$ cat config.mk
export PLATFORM = sky130hd
export DESIGN_NAME = pwm_duty_sequencer
export DESIGN_NICKNAME = d
export VERILOG_FILES = /design/src/rtl/pwm_duty_sequencer_pkg.sv /design/src/rtl/pwm_prescaler.sv /design/src/rtl/pwm_duty_sequencer.sv
export SDC_FILE = /design/constraint.sdc
export NUM_CORES = 1
export LEC_CHECK = 0
export ABC_CLOCK_PERIOD_IN_PS = 12050
export BUFFER_PORTS_ARGS = -buffer_cell sky130_fd_sc_hd__buf_2
export CAP_MARGIN = 20
export CORE_MARGIN = 2
export CORE_UTILIZATION = 30
export CTS_CLUSTER_SIZE = 40
export DETAILED_ROUTE_END_ITERATION = 6
export GPL_TIMING_DRIVEN = 0
export PLACE_DENSITY = 0.49
export SLEW_MARGIN = 20
export SYNTH_ARGS = -nofsm -noshare
export SYNTH_HDL_FRONTEND = slang
export SYNTH_SLANG_ARGS = --single-unit
$ cat constraint.sdc
create_clock -name clk -period 12.05 [get_ports clk]
set_clock_uncertainty 0.15 [all_clocks]
set_input_delay 0.6025 -clock clk [delete_from_list [all_inputs] [get_ports clk]]
set_output_delay 0.6025 -clock clk [all_outputs]
set_load 0.1 [all_outputs]
$ cat src/rtl/pwm_duty_sequencer_pkg.sv
// rtl/pwm_duty_sequencer_pkg.sv - shared state encoding and constants for the PWM duty sequencer
package pwm_duty_sequencer_pkg;

    // Command FSM: IDLE accepts commands, PENDING waits for the first period
    // boundary, RAMP keeps stepping duty_active toward the target.
    typedef enum logic [1:0] {
        ST_IDLE    = 2'd0,
        ST_PENDING = 2'd1,
        ST_RAMP    = 2'd2
    } seq_state_t;

    // Default counter/duty width and its terminal count.
    localparam int RESOLUTION_BITS_DEFAULT = 8;
    localparam int MAX_VALUE               = (1 << RESOLUTION_BITS_DEFAULT) - 1;

    // Absolute distance between two duty values, one bit wider so the
    // subtraction can never wrap.
    function automatic logic [RESOLUTION_BITS_DEFAULT:0] duty_distance(
        input logic [RESOLUTION_BITS_DEFAULT:0] a,
        input logic [RESOLUTION_BITS_DEFAULT:0] b
    );
        duty_distance = (a >= b) ? (a - b) : (b - a);
    endfunction

endpackage

$ cat src/rtl/pwm_prescaler.sv
// rtl/pwm_prescaler.sv - clock prescaler producing the counter advance tick
module pwm_prescaler
    import pwm_duty_sequencer_pkg::*;
#(
    parameter int PRESCALE_BITS = 8
) (
    input  logic                     clk,
    input  logic                     rst,
    input  logic                     ena,
    input  logic [PRESCALE_BITS-1:0] prescale,
    output logic                     tick
);

    logic [PRESCALE_BITS-1:0] div_cnt;

    // Compare with >= so a prescale lowered below the running count still
    // produces a tick immediately instead of running all the way round.
    assign tick = ena && (div_cnt >= prescale);

    // Divider count: clears on tick, advances only while enabled.
    always_ff @(posedge clk or negedge rst) begin
        if (!rst) begin
            div_cnt <= '0;
        end else if (tick) begin
            div_cnt <= '0;
        end else if (ena) begin
            div_cnt <= div_cnt + 1'b1;
        end
    end

endmodule

$ cat src/rtl/pwm_duty_sequencer.sv
// rtl/pwm_duty_sequencer.sv - PWM channel with period counter and boundary-aligned duty ramping
module pwm_duty_sequencer
    import pwm_duty_sequencer_pkg::*;
#(
    parameter int RESOLUTION_BITS = RESOLUTION_BITS_DEFAULT,
    parameter int PRESCALE_BITS   = 8
) (
    input  logic                       clk,
    input  logic                       rst,
    input  logic                       ena,
    input  logic [PRESCALE_BITS-1:0]   prescale,
    input  logic                       cmd_valid,
    output logic                       cmd_ready,
    input  logic [RESOLUTION_BITS-1:0] cmd_duty,
    input  logic [RESOLUTION_BITS-1:0] cmd_step,
    output logic [RESOLUTION_BITS-1:0] count,
    output logic [RESOLUTION_BITS-1:0] duty_active,
    output logic                       pwm_out,
    output logic                       period_tick,
    output logic                       busy
);

    localparam logic [RESOLUTION_BITS-1:0] CNT_MAX = '1;

    seq_state_t                 state;
    logic [RESOLUTION_BITS-1:0] target;
    logic [RESOLUTION_BITS-1:0] step;
    logic                       tick;
    logic                       wrap;

    logic [RESOLUTION_BITS:0]   target_ext;
    logic [RESOLUTION_BITS:0]   duty_ext;
    logic [RESOLUTION_BITS:0]   step_ext;
    logic [RESOLUTION_BITS:0]   diff;
    logic                       ramp_last;
    logic [RESOLUTION_BITS-1:0] duty_stepped;

    pwm_prescaler #(
        .PRESCALE_BITS(PRESCALE_BITS)
    ) u_prescaler (
        .clk     (clk),
        .rst     (rst),
        .ena     (ena),
        .prescale(prescale),
        .tick    (tick)
    );

    // A period boundary is the tick that takes the counter from MAX back to 0.
    assign wrap = tick && (count == CNT_MAX);

    assign cmd_ready = (state == ST_IDLE);
    assign busy      = (state != ST_IDLE);

    // Next ramp value: jump when no step is set or the remaining distance fits
    // in one step, otherwise move by exactly one step (cannot overshoot).
    always_comb begin
        target_ext   = {1'b0, target};
        duty_ext     = {1'b0, duty_active};
        step_ext     = {1'b0, step};
        diff         = (target_ext >= duty_ext) ? (target_ext - duty_ext)
                                                : (duty_ext - target_ext);
        ramp_last    = (step == '0) || (diff <= step_ext);
        duty_stepped = (target > duty_active) ? (duty_active + step)
                                              : (duty_active - step);
    end

    // Period counter and the wrap pulse, which lines up with count showing 0.
    always_ff @(posedge clk or negedge rst) begin
        if (!rst) begin
            count       <= '0;
            period_tick <= 1'b0;
        end else begin
            period_tick <= wrap;
            if (tick) begin
                count <= (count == CNT_MAX) ? '0 : (count + 1'b1);
            end
        end
    end

    // Registered compare; output forced low while the channel is disabled.
    always_ff @(posedge clk or negedge rst) begin
        if (!rst) begin
            pwm_out <= 1'b0;
        end else begin
            pwm_out <= ena && (count < duty_active);
        end
    end

    // Command FSM: latch commands in IDLE, apply them only on period boundaries.
    always_ff @(posedge clk or negedge rst) begin
        if (!rst) begin
            state       <= ST_IDLE;
            target      <= '0;
            step        <= '0;
            duty_active <= '0;
        end else begin
            case (state)
                ST_IDLE: begin
                    if (cmd_valid) begin
                        target <= cmd_duty;
                        step   <= cmd_step;
                        state  <= ST_PENDING;
                    end
                end
                ST_PENDING, ST_RAMP: begin
                    if (wrap) begin
                        if (ramp_last) begin
                            duty_active <= target;
                            state       <= ST_IDLE;
                        end else begin
                            duty_active <= duty_stepped;
                            state       <= ST_RAMP;
                        end
                    end
                end
                default: begin
                    state <= ST_IDLE;
                end
            endcase
        end
    end

endmodule
Word-level counts from Yosys, hierarchy flattened
Cells that the tools add are included.
{"block": "word_totals", "register_bits": 44, "out_inout_bits": 20, "word_cells": 46}
{"block": "classes", "n_lt_le_gt_ge": 5, "eq_ne": 5, "n_addsub": 6, "n_reduce_logical": 12, "muxes": 10}
{"operator": "$mux 8", "n": 5}
{"operator": "$sub 8x8->9", "n": 2}
{"operator": "$add 8x1->8 const B", "n": 2}
{"operator": "$ge 8x8->1", "n": 2}
{"operator": "$le 9x8->1", "n": 1}
{"operator": "$mux 9", "n": 1}
{"operator": "$add 8x8->8", "n": 1}
{"operator": "$eq 8x8->1 const B", "n": 1}
{"operator": "$gt 8x8->1", "n": 1}
{"operator": "$logic_not 8->1", "n": 1}
{"operator": "$lt 8x8->1", "n": 1}
{"operator": "$sub 8x8->8", "n": 1}
{"operator": "$mux 2", "n": 3}
{"operator": "$reduce_and 2->1", "n": 3}
{"operator": "$ne 2x2->1 const B", "n": 2}
{"operator": "$pmux 2 s2", "n": 1}
{"operator": "$reduce_bool 2->1", "n": 2}
{"operator": "$logic_and 1x1->1", "n": 3}
{"operator": "$eq 2x1->1 const B", "n": 1}
{"operator": "$eq 2x2->1 const B", "n": 1}
{"operator": "$logic_not 2->1", "n": 1}
{"operator": "$reduce_or 2->1", "n": 1}
{"operator": "$logic_or 1x1->1", "n": 1}

Depth between registers and ports, before layout
{"block": "depth", "ltp_word": 7, "mapped_depth": 20, "ltp_nobuf": 17}

Cells and area by module
From an unflattened synthesis, not the netlist that was laid out.
{"block": "hier_totals", "cells_unflattened": 395, "area_unflattened_um2": 3713.6}
{"mod": "pwm_duty_sequencer", "instances": 1, "cells_each": 328, "seq_area_each_um2": 900.9, "area_each_um2": 3090.5}
{"mod": "pwm_prescaler", "instances": 1, "cells_each": 67, "seq_area_each_um2": 200.2, "area_each_um2": 623.1}

Worst setup path before layout
OpenSTA, ideal clock, no wires.
{"block": "synth_timing", "path_type": "register -> register", "startpoint": "register duty_active[1]", "endpoint": "register state[1]", "t_required_ns": 11.810, "setup_time_ns": 0.090, "period_less_slack_ns": 4.678, "path_slack_ns": 7.372, "path_buffers": 2, "arrival_time_ns": 4.437, "path_stages_with_launch": 19, "path_cell_list": "dfrtp_1 -> inv_1 -> ha_1 -> nor2b_1 -> o31a_1 -> o21ai_2 -> o21ai_1 -> buf_2 -> a221oi_2 -> a311oi_1 -> xnor2_1 -> ha_1 -> nand4_1 -> o21bai_1 -> a31o_2 -> o311a_1 -> buf_6 -> or2_4 -> o31ai_4"}
{"block": "synth_via", "elab_chain_cells": 7, "word_cells_on_any_way": 9}
{"element": "start, declared", "line": "pwm_duty_sequencer.sv:17", "rtl": "output logic [RESOLUTION_BITS-1:0] duty_active,"}
{"element": "start signal, assigned", "line": "pwm_duty_sequencer.sv:108", "rtl": "duty_active <= target;"}
{"element": "start signal, assigned", "line": "pwm_duty_sequencer.sv:111", "rtl": "duty_active <= duty_stepped;"}
{"element": "$sub 8x8->9 (tied with other cells)", "line": "pwm_duty_sequencer.sv:61", "rtl": ": (duty_ext - target_ext);"}
{"element": "$mux 9 (*)", "line": "pwm_duty_sequencer.sv:60", "rtl": "diff = (target_ext >= duty_ext) ? (target_ext - duty_ext)"}
{"element": "$le 9x8->1 (*)", "line": "pwm_duty_sequencer.sv:62", "rtl": "ramp_last = (step == '0) || (diff <= step_ext);"}
{"element": "$logic_or 1x1->1 (*)", "line": "pwm_duty_sequencer.sv:62"}
{"element": "$mux 2 (*)", "line": "pwm_duty_sequencer.sv:107", "rtl": "if (ramp_last) begin"}
{"element": "$mux 2 (*)", "line": "pwm_duty_sequencer.sv:106", "rtl": "if (wrap) begin"}
{"element": "$pmux 2 s2 (*)", "line": "pwm_duty_sequencer.sv:97", "rtl": "case (state)"}
{"element": "end signal, assigned", "line": "pwm_duty_sequencer.sv:102", "rtl": "state <= ST_PENDING;"}
{"element": "end signal, assigned", "line": "pwm_duty_sequencer.sv:109", "rtl": "state <= ST_IDLE;"}
{"element": "end signal, assigned", "line": "pwm_duty_sequencer.sv:112", "rtl": "state <= ST_RAMP;"}
{"element": "end, declared", "line": "pwm_duty_sequencer.sv:25", "rtl": "seq_state_t state;"}
Every way passes the cells marked *; elsewhere a longest branch is shown, timed or not. The select of a mux whose other input is x is not followed.
A chain may end at the register's enable or synchronous reset.

Final worst setup path
Ends and elaborated chain as after synthesis.

==> out/qor.yml <==
cp_cell_sequence: "inv_1, ha_1, nor2b_1, o31a_1, o21ai_2, o21ai_1, buf_2, a221oi_2, a311oi_1, xnor2_1, ha_1, nand4_1, o21bai_1, a31o_2, o311a_1, buf_6, or2_4, o31ai_4"
final_core_util_pct: 35.7
slew-limit-headroom_pct: 47.8
grt_pass1_vias: 2970
clock_latency_ns: 0.30
n_fill_cell: 1241
finalSetupTns_ns: 0
cpMostUsedCell: "ha_1"
drtPass1Iterations: 4
hold_class: "in -> async"
io_buffers: 47
num_vias: 3057
cts_resized: 0
regArea_um2: 1100
num_antenna_cells: 0
cp-end-kind: "register"
via_per_inst: 5.07
tightest_slew_ns: 0.784
p_leak_nw: 2.07
syn2layout_area_growth_pct: 16.0
start_util_pct: 30.8
syn_nets: 483
yosysSeqAreaShare_pct: 29.8
path_class: "reg -> reg"
die-area_um2: 13200
clock.fmax_ghz: 0.221
gp_congestion: 0.807
grt_max_degree: 45
cp.arrival_ns: 4.59
die_h_um: 115
ys_seq_elements: 44
hold_viol_final: 0
synthFlopType: "dfrtp_1"
synthTopCellsByArea: "dfrtp_1, ha_1, mux2_2, inv_1, xnor2_1"
rows: 40
hold_buffers: 0
path_buf_inv: 3
grt_antenna_before_repair: 0
clk_pin_slew_ns: 0.07
worstPathRequired_ns: 12.11
grt_first_pass_wirelength_mm: 15.4
post-route-min-period_ns: 4.53
syn_area_um2: 3700
yosysWarnings: 0
drive_above_1_share_pct: 19.7
postCtsSetupBuffers: 0
track_usage_pct: 14.8
multi_input_area_um2: 2370
finalSetupViolations: 0
ant_nets: 0
io_pins: 48
rsz0062_at_grt: "false"
cts_tree: "built"
clockBufferDepth: 2
die_w_um: 115
fin_nets: 537
place_hpwl_mm: 7.27
root_buffer: "clkbuf_16"
yosys.area.top_type_share_pct: 29.8
cp_top_family: "compound AO/OA/AOI/OAI gates"
fp.coreArea_um2: 12000
cp_max_fo: 10
synth_cell_types: 56
fin_crit_sh_pct: 37.6
drc: 0
cts-buffers-inserted: 5
async_reset_ff_share_pct: 100
status: "finished, final reports clean"
htree_levels: 2
synth_edf_count: 0
maxCapViolCount: 0
synth_area_per_cell_um2: 9.23
wl_mm: 9.28
syn_inst: 401
slowest_delay_ns: 0.55
overflow: 0
critPathSlowestCell: "dfrtp_1"
drt_iter0_drc: 165
wl_per_cell_um: 15.4
crit_path_start_kind: "register"
power-per-cell-area_nw_per_um2: 103
vdd_drop_max_mv: 0.0556
drv_slew: 0
yosysTopAreaCell: "dfrtp_1"
clock_sinks: 44
## report_power, final
part           total (mW)  leakage (nW)  switching, mW  internal [mW]
logic              0.0993          1.39         0.0654         0.0339
clock network       0.166        0.0804         0.0668         0.0988
registers           0.179         0.598         0.0182          0.160
total               0.444          2.07          0.150          0.293
## routing by layer
| layer | GRT usage, % | part of all wire [%] |
|---|---|---|
| met1 | 20.8 | 49 |
| met3 | 2.48 | 3.1 |
| met2 | 23.5 | 46 |
| met4 | 4.10 | 1.8 |
| met5 | 0 | 0 |
## sequential cells by signal (all words and copies together) (netlist names)
name	flops
count	8
duty_active	8
step	8
target	8
u_prescaler.div_cnt	8
state	2
period_tick	1
pwm_out	1
## through the flow
stage          worst slack (ns)  cells  instance area (um2)  hold slack, ns  power, mW
2_1_floorplan              7.37    401                 3700           0.157      0.253
3_3_place_gp               7.57    595                 4120           0.379      0.279
3_5_place_dp               7.55    595                 4120           0.378      0.282
4_1_cts                    7.51    603                 4290           0.374      0.449
5_1_grt                    7.24    603                 4290           0.212      0.467
6_report                   7.52    603                 4290           0.157      0.444
## path summary, 6_finish.rpt
path	depth (start not counted)	from	slack, ns	to
min	1	rst	0.16	u_prescaler.div_cnt[5]
max	18	duty_active[1]	7.52	state[1]
max in group asynchronous	1	rst	11.20	period_tick
max reg2reg	18	duty_active[1]	7.52	state[1]
min in group clk	2	cmd_step[2]	0.38	step[2]
min reg2reg	1	count[4]	0.40	count[4]
## synthesized netlist by cell type (all sizes together), types with 3 or more instances
master   n
o21ai   23
o21a     5
o31ai    4
and3     7
nand4    9
or2      4
a21oi   19
ha      51
a221oi   3
nor2b    7
o221ai   5
xor2     8
fa       3
a31oi    5
inv     45
nor2    25
nand2b   6
xnor2   18
nand3    6
a21o    10
mux2i    8
buf      7
dfrtp   44
nor3     5
nand2   25
mux2    18
clkbuf   4
## kinds of logic after synthesis
kind of cell / count (synthesis) / share of synthesized area [%]
xor gates and xnor gates: 26 / 6.15
adders and majority gates: 54 / 18.9
buffers and inverters: 56 / 6.26
DFF: 44 / 29.8
AOI/OAI and AO/OA: 91 / 17.2
and+or+nand+nor: 104 / 14.1
muxes: 26 / 7.64
## final cells by class
cell class | count | share of cell area (%)
plain buffers | 11 | 1.46
clock buffers | 5 | 2.91
clock inverters | 3 | 1.08
inverters | 45 | 3.93
multi-input cells | 301 | 55.1
flip-flops and latches | 44 | 25.6
well taps | 147 | 4.28
repair buffers | 47 | 5.54
## layout by cell type, fill, tap and decap left out, drive strengths merged, types with 6 or more instances in the layout
cell	synthesis	final
xnor2	18	18
inv	45	46
ha	51	51
buf	7	54
o21ai	23	23
mux2i	8	8
a21oi	19	19
nand3	6	6
nand4	9	9
mux2	18	18
nand2b	6	6
a21o	10	10
nor2	25	25
nand2	25	25
xor2	8	8
nor2b	7	7
clkbuf	4	9
dfrtp	44	44
and3	7	7
No activity file was read; power rests on OpenSTA's default activity.
